### src/rtl/serial_frame_tx.sv
// Framed serial transmitter: start bit, DATA_W data bits LSB-first, stop bit,
// each bit held for CLKS_PER_BIT clocks. Accepts one word per valid/ready handshake.
module serial_frame_tx #(
  parameter int DATA_W       = 8,
  parameter int CLKS_PER_BIT = 4
) (
  input  logic              clk,
  input  logic              rst_n,
  input  logic [DATA_W-1:0] tx_data,
  input  logic              tx_valid,
  output logic              tx_ready,
  output logic              tx_out,
  output logic              busy,
  output logic              done
);

  localparam int BAUD_W = (CLKS_PER_BIT > 1) ? $clog2(CLKS_PER_BIT) : 1;
  localparam int IDX_W  = $clog2(DATA_W + 1);
  localparam logic [BAUD_W-1:0] BAUD_LAST = BAUD_W'(CLKS_PER_BIT - 1);
  localparam logic [IDX_W-1:0]  IDX_LAST  = IDX_W'(DATA_W - 1);

  typedef enum logic [1:0] {IDLE, START, DATA, STOP} state_t;

  state_t              state, state_nx;
  logic [BAUD_W-1:0]   baud, baud_nx;
  logic [IDX_W-1:0]    idx, idx_nx;
  logic [DATA_W-1:0]   shreg, shreg_nx;
  logic                done_nx;
  logic                bit_end;

  assign bit_end = (baud == BAUD_LAST);

  always_ff @(posedge clk or negedge rst_n) begin
    if (!rst_n) begin
      state <= IDLE;
      baud  <= '0;
      idx   <= '0;
      shreg <= '0;
      done  <= 1'b0;
    end else begin
      state <= state_nx;
      baud  <= baud_nx;
      idx   <= idx_nx;
      shreg <= shreg_nx;
      done  <= done_nx;
    end
  end

  // With CLKS_PER_BIT=1 bit_end is always true, so the baud increment is never taken.
  always_comb begin
    state_nx = state;
    baud_nx  = baud;
    idx_nx   = idx;
    shreg_nx = shreg;
    done_nx  = 1'b0;
    unique case (state)
      IDLE: begin
        baud_nx = '0;
        idx_nx  = '0;
        if (tx_valid) begin
          shreg_nx = tx_data;
          state_nx = START;
        end
      end
      START: begin
        if (bit_end) begin
          baud_nx  = '0;
          idx_nx   = '0;
          state_nx = DATA;
        end else begin
          baud_nx = baud + 1'b1;
        end
      end
      DATA: begin
        if (bit_end) begin
          baud_nx  = '0;
          shreg_nx = shreg >> 1;
          if (idx == IDX_LAST) begin
            state_nx = STOP;
          end else begin
            idx_nx = idx + 1'b1;
          end
        end else begin
          baud_nx = baud + 1'b1;
        end
      end
      STOP: begin
        if (bit_end) begin
          baud_nx  = '0;
          state_nx = IDLE;
          done_nx  = 1'b1;
        end else begin
          baud_nx = baud + 1'b1;
        end
      end
      default: state_nx = IDLE;
    endcase
  end

  // Line level is decoded from state and the shift register only, so reset
  // forces it high immediately and tx_valid never reaches it combinationally.
  always_comb begin
    tx_out = 1'b1;
    unique case (state)
      START:   tx_out = 1'b0;
      DATA:    tx_out = shreg[0];
      default: tx_out = 1'b1;
    endcase
  end

  assign tx_ready = (state == IDLE);
  assign busy     = (state != IDLE);

endmodule
### config.mk
export PLATFORM = sky130hd
export DESIGN_NAME = serial_frame_tx
export DESIGN_NICKNAME = d
export VERILOG_FILES = /design/src/rtl/serial_frame_tx.sv
export SDC_FILE = /design/constraint.sdc
export NUM_CORES = 1
export LEC_CHECK = 0
export ABC_AREA = 0
export CAP_MARGIN = 20
export CORE_UTILIZATION = 55
export DETAILED_ROUTE_END_ITERATION = 10
export GPL_ROUTABILITY_DRIVEN = 1
export MAX_ROUTING_LAYER = met4
export PLACE_DENSITY = 0.81
export RECOVER_POWER = 50
export SYNTH_ARGS = -nofsm -noshare
export SYNTH_HDL_FRONTEND = slang
export SYNTH_SLANG_ARGS = --single-unit
### constraint.sdc
create_clock -name clk -period 3.7 [get_ports clk]
set_input_delay 0.555 -clock clk [delete_from_list [all_inputs] [get_ports clk]]
set_output_delay 0.555 -clock clk [all_outputs]
set_load 0.1 [all_outputs]
==> results_dict.tcl, run 1 <==
set metrics [dict create \
    root_buffer "clkbuf_4" \
    cts_buffer_depth 2 \
    final_nets 119 \
    async_flop_share_pct 100 \
    ctsHoldBuffers 0 \
    num_antenna_cells 0 \
    crit_type "reg -> out" \
    avgSynthCellArea_um2 12.0 \
    htreeDepth 1 \
    worst_slew_pin_slew_ns 0.961 \
    die_w_um 44.5 \
    setup_viol 0 \
    irDropWorstVdd_v 0.000711 \
    post-route-period-util_pct 75.9 \
    clk_pin_slew_worst_paths_ns 0.09 \
    syn-instance-count 83 \
    pwr_density_cell_nw_per_um2 899 \
    wire_per_inst_um 13.0 \
    finalPower_mw 1.05 \
    clock_latency_ns 0.30 \
    grt_usage_pct 19.2 \
    min_path_type "reg -> reg" \
    synth_nets 102 \
    synth.area.top_cells "dfrtp_1 (43%), mux2_2 (17%), ha_1 (10%), nor2b_1 (2.5%), nand3_1 (2.0%)" \
    grt_max_degree 24 \
    cts_tree "yes" \
    dp.final_hpwl_um 1190 \
    setup_tns_ns 0 \
    start_util_pct 62.3 \
    cts-resized-gates 0 \
    max_cap_violations 0 \
    via_count 665 \
    synth_cell_types 30 \
    totalWireLength_um 1610 \
    core_um2 1590 \
    grt_overflow 0 \
    postCtsSetupRepairBufs 0 \
    worstPathArrival_ns 2.25 \
    synth_seq_cells 17 \
    fin_crit_ns 2.81 \
    final_layout_size_suffix_gt1_share_pct 26.3 \
    cp-end-kind "output port" \
    final_hold_viol_count 0 \
    detail_route.first_pass.iterations 4 \
    yosysSeqAreaShare_pct 42.8 \
    cts_buffers 3 \
    via_per_inst 5.41 \
    p_leak_nw 0.532 \
    clock_skew_ns 0.00556 \
    route.detailed.drc 0 \
    area_growth_pct 18.0 \
    port_buffers 14 \
    cp.required_ns 3.14 \
    yosysMostFrequentCell "dfrtp_1" \
    final_antenna_net_count 0 \
    grt_pass1_wl_um 2660 \
    fp-row-count 14 \
    ys.flop_type "dfrtp_1" \
    cts.sinks 17 \
    dr.first_iter.drc_count 13 \
    netlist.area_leader.share_pct 42.8 \
    grt_pass1_vias 642 \
    synth-edff-count 0 \
    maxSlewHeadroom_pct 35.7 \
    synth_area_um2 993 \
    slew_violations 0 \
    routabilityCongestion 0.759 \
    antenna_found_initial 0 \
    dieArea_um2 1980 \
    die_h_um 44.5 \
    ys.warnings.count 0 \
    rsz0062_at_grt "false" \
    cp_max_fo 6 \
    outcome "completed" \
    max_freq_ghz 0.356 \
    synth_common_cells "dfrtp_1 (17), mux2_2 (15), ha_1 (8)" \
    start_kind "flop" \
    synth_area_leader_cell "dfrtp_1" \
    io_pins 15 \
]
-- flip-flops by register name, indices dropped and copies added, names as in the netlist --
register / count
shreg: 8
idx: 4
baud: 2
state: 2
done: 1
-- report_power, final --
| part | switching (mW) | total [mW] | internal (mW) |
|---|---|---|---|
| logic | 0.380 | 0.649 | 0.270 |
| clock network | 0.0596 | 0.102 | 0.0420 |
| registers | 0.0425 | 0.303 | 0.261 |
-- metal layers --
layer / vias up / track usage (%) / wire length, um
met1: 313 / 24.3 / 789
met4: 0 / 9.09 / 33
li1: 339 / - / -
met3: 5 / 2.45 / 38
met2: 8 / 30.6 / 743
met5: - / - / 0
-- placed cells by master, fill, tap and decap left out, drive strengths merged --
| cell | netlist | routed |
|---|---|---|
| a2111oi | 2 | 2 |
| a21boi | 1 | 1 |
| a21oi | 1 | 1 |
| a22o | 1 | 1 |
| a2bb2oi | 1 | 1 |
| a311o | 1 | 1 |
| and2 | 1 | 1 |
| and3 | 2 | 2 |
| buf | 2 | 2 |
| clkbuf | 0 | 4 |
| clkdlybuf4s50 | 0 | 11 |
| dfrtp | 17 | 17 |
| dlygate4sd3 | 0 | 1 |
| ha | 8 | 8 |
| inv | 3 | 3 |
| mux2 | 15 | 15 |
| nand2 | 3 | 3 |
| nand2b | 1 | 1 |
| nand3 | 4 | 4 |
| nand3b | 1 | 1 |
| nand4 | 1 | 1 |
| nand4b | 1 | 1 |
| nor2 | 1 | 1 |
| nor2b | 4 | 4 |
| nor3 | 3 | 3 |
| o211ai | 2 | 2 |
| o21a | 1 | 1 |
| o21ai | 4 | 4 |
| o21ba | 1 | 1 |
| or3b | 1 | 1 |
-- through the flow --
stage          cell area, um^2  hold slack (ns)  utilization, %  cells  worst slack, ns
6_report                  1170            0.477            73.5    123            0.891
4_1_cts                   1170            0.481            73.5    123            0.890
5_1_grt                   1170            0.508            73.5    123            0.801
3_5_place_dp              1150            0.468            71.9    119             1.23
2_1_floorplan              993            0.259               -     83            0.760
3_3_place_gp              1150            0.464            71.9    119             1.27
-- critical path, stage by stage (launching register included) --
cell and delay (ns):
dfrtp_1 0.42, inv_1 0.12, ha_1 0.26, clkdlybuf4s50_1 1.16
-- cells by family after synthesis --
kind of cell               count (synthesis)  share of synthesized area [%]
and+or+nand+nor                           23                           15.9
AOI/OAI and AO/OA                         15                           11.8
DFF                                       17                           42.8
buffers and inverters                      5                           2.39
adders and majority gates                  8                           10.1
muxes                                     15                           17.0
-- layout make-up --
class	count	area, um^2
Sequential cell	17	425
Inverter	3	11.3
Fill cell	128	422
Timing Repair Buffer	14	135
Multi-Input combinational cell	61	544
Clock buffer	4	26.3
Tap cell	24	30.0
-- worst paths after layout --
| check | start | to | slack [ns] | cells after the start |
|---|---|---|---|---|
| setup / recovery | state[0] | tx_ready | 0.89 | 3 |
| hold / removal | baud[0] | baud[0] | 0.48 | 1 |
| setup reg to reg | state[0] | idx[3] | 1.31 | 5 |
| hold reg to reg | baud[0] | baud[0] | 0.48 | 1 |
| max in group asynchronous | rst_n | shreg[6] | 2.49 | 1 |
| min in group asynchronous | rst_n | state[1] | 0.75 | 1 |
No activity file was read; power rests on OpenSTA's default activity.
==> run 2: changes to the inputs <==
--- a/config.mk
+++ b/config.mk
@@ -7,11 +7,11 @@
 export LEC_CHECK = 0
 export ABC_AREA = 0
 export CAP_MARGIN = 20
-export CORE_UTILIZATION = 55
+export CORE_UTILIZATION = 52
 export DETAILED_ROUTE_END_ITERATION = 10
 export GPL_ROUTABILITY_DRIVEN = 1
 export MAX_ROUTING_LAYER = met4
-export PLACE_DENSITY = 0.81
+export PLACE_DENSITY = 0.77
 export RECOVER_POWER = 50
 export SYNTH_ARGS = -nofsm -noshare
 export SYNTH_HDL_FRONTEND = slang
==> constraint.sdc (replaced) <==
create_clock -name clk -period 2.7 [get_ports clk]
set_input_delay 0.405 -clock clk [delete_from_list [all_inputs] [get_ports clk]]
set_output_delay 0.405 -clock clk [all_outputs]
set_load 0.1 [all_outputs]
==> results_dict.tcl, run 2 (synthesis results as in run 1) <==
set metrics [dict create \
    cts_buffer_depth 2 \
    postCtsSetupRepairBufs 0 \
    hold_ws_ns 0.489 \
    pwr_density_cell_nw_per_um2 1270 \
    start_util_pct 56.3 \
    cp_max_fo 17 \
    maxSlewHeadroom_pct 49.8 \
    ctsHoldBuffers 0 \
    p_seq_share_pct 27.9 \
    min_path_type "reg -> reg" \
    grt_overflow 0 \
    place_area_um2 1170 \
    clock_skew_ns 0.000684 \
    area_growth_pct 20.0 \
    hold_path_startpoint "baud[0]" \
    io_pins 15 \
    cts_buffers 3 \
    die_w_um 45.7 \
    clock_latency_ns 0.29 \
    totalWireLength_um 1750 \
    port_buffers 14 \
    nFillCells 164 \
    grt_pass1_vias 712 \
    max_freq_ghz 0.441 \
    fin_crit_ns 2.27 \
    final_hold_viol_count 0 \
    htreeDepth 1 \
    via_per_inst 5.58 \
    worstPathArrival_ns 1.87 \
    cts.sinks 17 \
    core_um2 1760 \
    reg2reg_slack_ns 0.48 \
    setup_tns_ns 0 \
    largest-register "shreg" \
    reg2reg_from "state[0]" \
    switching_share_pct 45.3 \
    dr.first_iter.drc_count 12 \
    intPower_uw 825 \
    final_layout_size_suffix_gt1_share_pct 30.0 \
    irDropWorstVdd_v 0.000772 \
    cts-resized-gates 0 \
    p_sw_uw 684 \
    final_antenna_net_count 0 \
    via_count 698 \
    num_antenna_cells 0 \
    dp.final_hpwl_um 1310 \
    max_cap_violations 0 \
    design_area_um2 1190 \
    wire_per_inst_um 14.0 \
    fp-row-count 15 \
    detail_route.first_pass.iterations 6 \
    rsz0062_at_grt "false" \
    combPwrFrac_pct 62.9 \
    final_common_cell "dfrtp_1" \
    start_kind "flop" \
    worst_slew_pin_slew_ns 0.750 \
    p_leak_nw 0.547 \
    finalPower_mw 1.51 \
    cts_tree "yes" \
    cp.required_ns 2.30 \
    clk_pin_slew_worst_paths_ns 0.10 \
    largest_registers "shreg x8, idx x4" \
    outcome "completed" \
    route.detailed.drc 0 \
    antenna_found_initial 0 \
    largest_reg_flops 8 \
    root_buffer "clkbuf_4" \
    post-route-period-util_pct 84.1 \
    crit_type "reg -> out" \
    slew_violations 0 \
    final_nets 120 \
    cp-end-kind "output port" \
    die_h_um 45.7 \
    grt_pass1_wl_um 3020 \
    dieArea_um2 2090 \
    setup_viol 0 \
    clockPowerShare_pct 9.2 \
    grt_max_degree 18 \
    routabilityCongestion 0.774 \
    final_cell_mix "dfrtp_1 (17), mux2_2 (15), clkdlybuf4s50_1 (9), ha_1 (8)" \
    cp-startpoint "state[0]" \
    grt_usage_pct 21.4 \
]
-- run 2: critical path, cell delays in order, from the launching register on --
cell and delay [ns]:
dfrtp_1 0.43, inv_1 0.12, ha_1 0.56, nand2_1 0.13
o21ai_2 0.12, buf_12 0.20
-- run 2: path summary, 6_finish.rpt --
| check | end | cells after the start |
|---|---|---|
| min in group asynchronous | done | 1 |
| setup / recovery | tx_out | 5 |
| max in group asynchronous | shreg[3] | 1 |
| hold / removal | baud[0] | 1 |
| setup reg to reg | idx[3] | 5 |
| hold reg to reg | baud[0] | 1 |
-- run 2: per-layer routing --
metal,global-route usage [%],wire [um],up-vias
met4,8.82,14,0
met5,-,0,-
li1,-,-,340
met3,4.76,74,2
met2,35.4,907,20
met1,25.0,754,336
-- run 2: final cells by class --
| cell class | count | area [um^2] | area share, % |
|---|---|---|---|
| sequential | 17 | 425 | 35.7 |
| inverter | 3 | 11.3 | 0.944 |
| tap | 25 | 31.3 | 2.62 |
| multi-input combinational | 61 | 548 | 46.0 |
| timing repair buffer | 15 | 150 | 12.6 |
| clock buffer | 4 | 26.3 | 2.20 |
-- run 2: power by group through the flow --
stage | Combinational (mW) | Sequential (mW) | Clock (mW)
4_1_cts | 0.957 | 0.420 | 0.143
3_5_place_dp | 0.954 | 0.425 | 0
5_1_grt | 1.03 | 0.434 | 0.148
6_report | 0.950 | 0.420 | 0.139
2_1_floorplan | 0.748 | 0.424 | 0
3_3_place_gp | 0.937 | 0.419 | 0
-- run 2: per-stage QoR --
| stage | setup WS [ns] | instances | utilization (%) |
|---|---|---|---|
| after floorplan | 0.145 | 83 | - |
| after global placement | 0.529 | 121 | 66.1 |
| after detailed placement | 0.496 | 121 | 66.1 |
| after CTS | 0.416 | 125 | 67.6 |
| after global routing | 0.262 | 125 | 67.6 |
| final | 0.430 | 125 | 67.6 |
==> run 3: changes to the inputs <==
==> constraint.sdc (replaced) <==
create_clock -name clk -period 2.2 [get_ports clk]
set_input_delay 0.33 -clock clk [delete_from_list [all_inputs] [get_ports clk]]
set_output_delay 0.33 -clock clk [all_outputs]
set_load 0.1 [all_outputs]
==> results_dict.tcl, run 3 (synthesis results as in run 1) <==
set metrics [dict create \
    outcome "completed" \
    max_cap_violations 0 \
    routabilityCongestion 0.751 \
    largest_registers "shreg x8, idx x4" \
    via_count 688 \
    die_h_um 45.7 \
    num_antenna_cells 0 \
    grt_max_degree 18 \
    min_path_type "reg -> reg" \
    largest_reg_flops 8 \
    reg2reg_slack_ns 0.29 \
    setup_tns_ns 0 \
    worstPathArrival_ns 1.69 \
    max_freq_ghz 0.496 \
    grt_usage_pct 21.6 \
    clock_skew_ns 0.00158 \
    setup_viol 0 \
    via_per_inst 5.42 \
    antenna_found_initial 0 \
    irDropWorstVdd_v 0.00125 \
    finalPower_mw 1.93 \
    final_antenna_net_count 0 \
    nFillCells 156 \
    root_buffer "clkbuf_4" \
    final_layout_size_suffix_gt1_share_pct 33.3 \
    dieArea_um2 2090 \
    cts.sinks 17 \
    start_kind "flop" \
    cts_buffers 3 \
    htreeDepth 1 \
    worst_slew_pin_slew_ns 0.907 \
    final_cell_mix "dfrtp_1 (17), mux2_2 (15), clkdlybuf4s50_1 (9), ha_1 (6)" \
    cts_tree "yes" \
    p_leak_nw 0.561 \
    core_um2 1760 \
    cp-end-kind "output port" \
    maxSlewHeadroom_pct 39.5 \
    grt_overflow 0 \
    final_nets 122 \
    crit_type "reg -> out" \
    clk_pin_slew_worst_paths_ns 0.10 \
    cts_buffer_depth 2 \
    die_w_um 45.7 \
    final_hold_viol_count 0 \
    totalWireLength_um 1770 \
    pwr_density_cell_nw_per_um2 1570 \
    final_common_cell "dfrtp_1" \
    port_buffers 14 \
    utilization_pct 70.0 \
    post-route-period-util_pct 91.7 \
    detail_route.first_pass.iterations 4 \
    start_util_pct 56.3 \
    slew_violations 0 \
    route.detailed.drc 0 \
    grt_pass1_vias 672 \
    rsz0062_at_grt "false" \
    dr.first_iter.drc_count 19 \
    area_growth_pct 24.3 \
    largest-register "shreg" \
    cp.required_ns 1.87 \
    grt_pass1_wl_um 2970 \
    io_pins 15 \
    wire_per_inst_um 13.9 \
    cp_max_fo 12 \
    clock_latency_ns 0.29 \
    multi_input_area_um2 553 \
    fin_crit_ns 2.02 \
    seq_area_um2 425 \
    fp-row-count 15 \
    dp.final_hpwl_um 1380 \
    ctsHoldBuffers 0 \
]
-- run 3: final cells by class --
| class | instances | share of cell area, % |
|---|---|---|
| Multi-Input combinational cell | 61 | 44.8 |
| Sequential cell | 17 | 34.4 |
| Timing Repair Buffer | 17 | 15.1 |
| Tap cell | 25 | 2.53 |
| Clock buffer | 3 | 1.82 |
| Inverter | 3 | 0.912 |
| Clock inverter | 1 | 0.405 |
-- run 3: timing repair --
item | 4_1_cts | 5_1_grt
setup buffers | 0 | 0
gates resized for setup | 0 | 1
endpoints found under the hold margin | 0 | 0
setup endpoints to repair | 0 | 1
-- run 3: worst max-delay path: stages (launching register included) --
cell and delay [ns]:
dfrtp_1 0.43, inv_1 0.13, ha_2 0.27, buf_4 0.21
nand2_1 0.08, o21ai_2 0.08, buf_12 0.19
-- run 3: stage by stage --
stage / hold slack, ns / worst slack [ns] / cells / instance area [um^2]
floorplan: 0.0344 / 0.00661 / 83 / 1000
global placement: 0.455 / 0.329 / 123 / 1210
detailed placement: 0.463 / 0.222 / 123 / 1210
CTS: 0.359 / 0.119 / 127 / 1240
global route: 0.519 / 0.0689 / 127 / 1230
finish: 0.485 / 0.183 / 127 / 1230
-- run 3: worst paths after layout --
path / end / from / depth (start not counted)
setup / recovery: tx_out / state[0] / 6
hold / removal: baud[0] / baud[0] / 1
setup reg to reg: idx[3] / state[0] / 5
hold reg to reg: baud[0] / baud[0] / 1
max in group asynchronous: state[1] / rst_n / 2
min in group asynchronous: baud[1] / rst_n / 2
-- run 3: report_power, final --
group	switching [mW]	internal, mW
clock network	0.102	0.0678
registers	0.0765	0.439
logic	0.682	0.568
-- run 3: per-layer routing --
| metal | wire [um] | vias up | share of wire (%) | track usage, % |
|---|---|---|---|---|
| met5 | 0 | - | 0 | - |
| met1 | 749 | 325 | 42 | 27.5 |
| met3 | 62 | 5 | 3.5 | 4.76 |
| met2 | 911 | 15 | 51 | 32.6 |
| met4 | 44 | 0 | 2.5 | 10.6 |
| li1 | - | 343 | - | - |
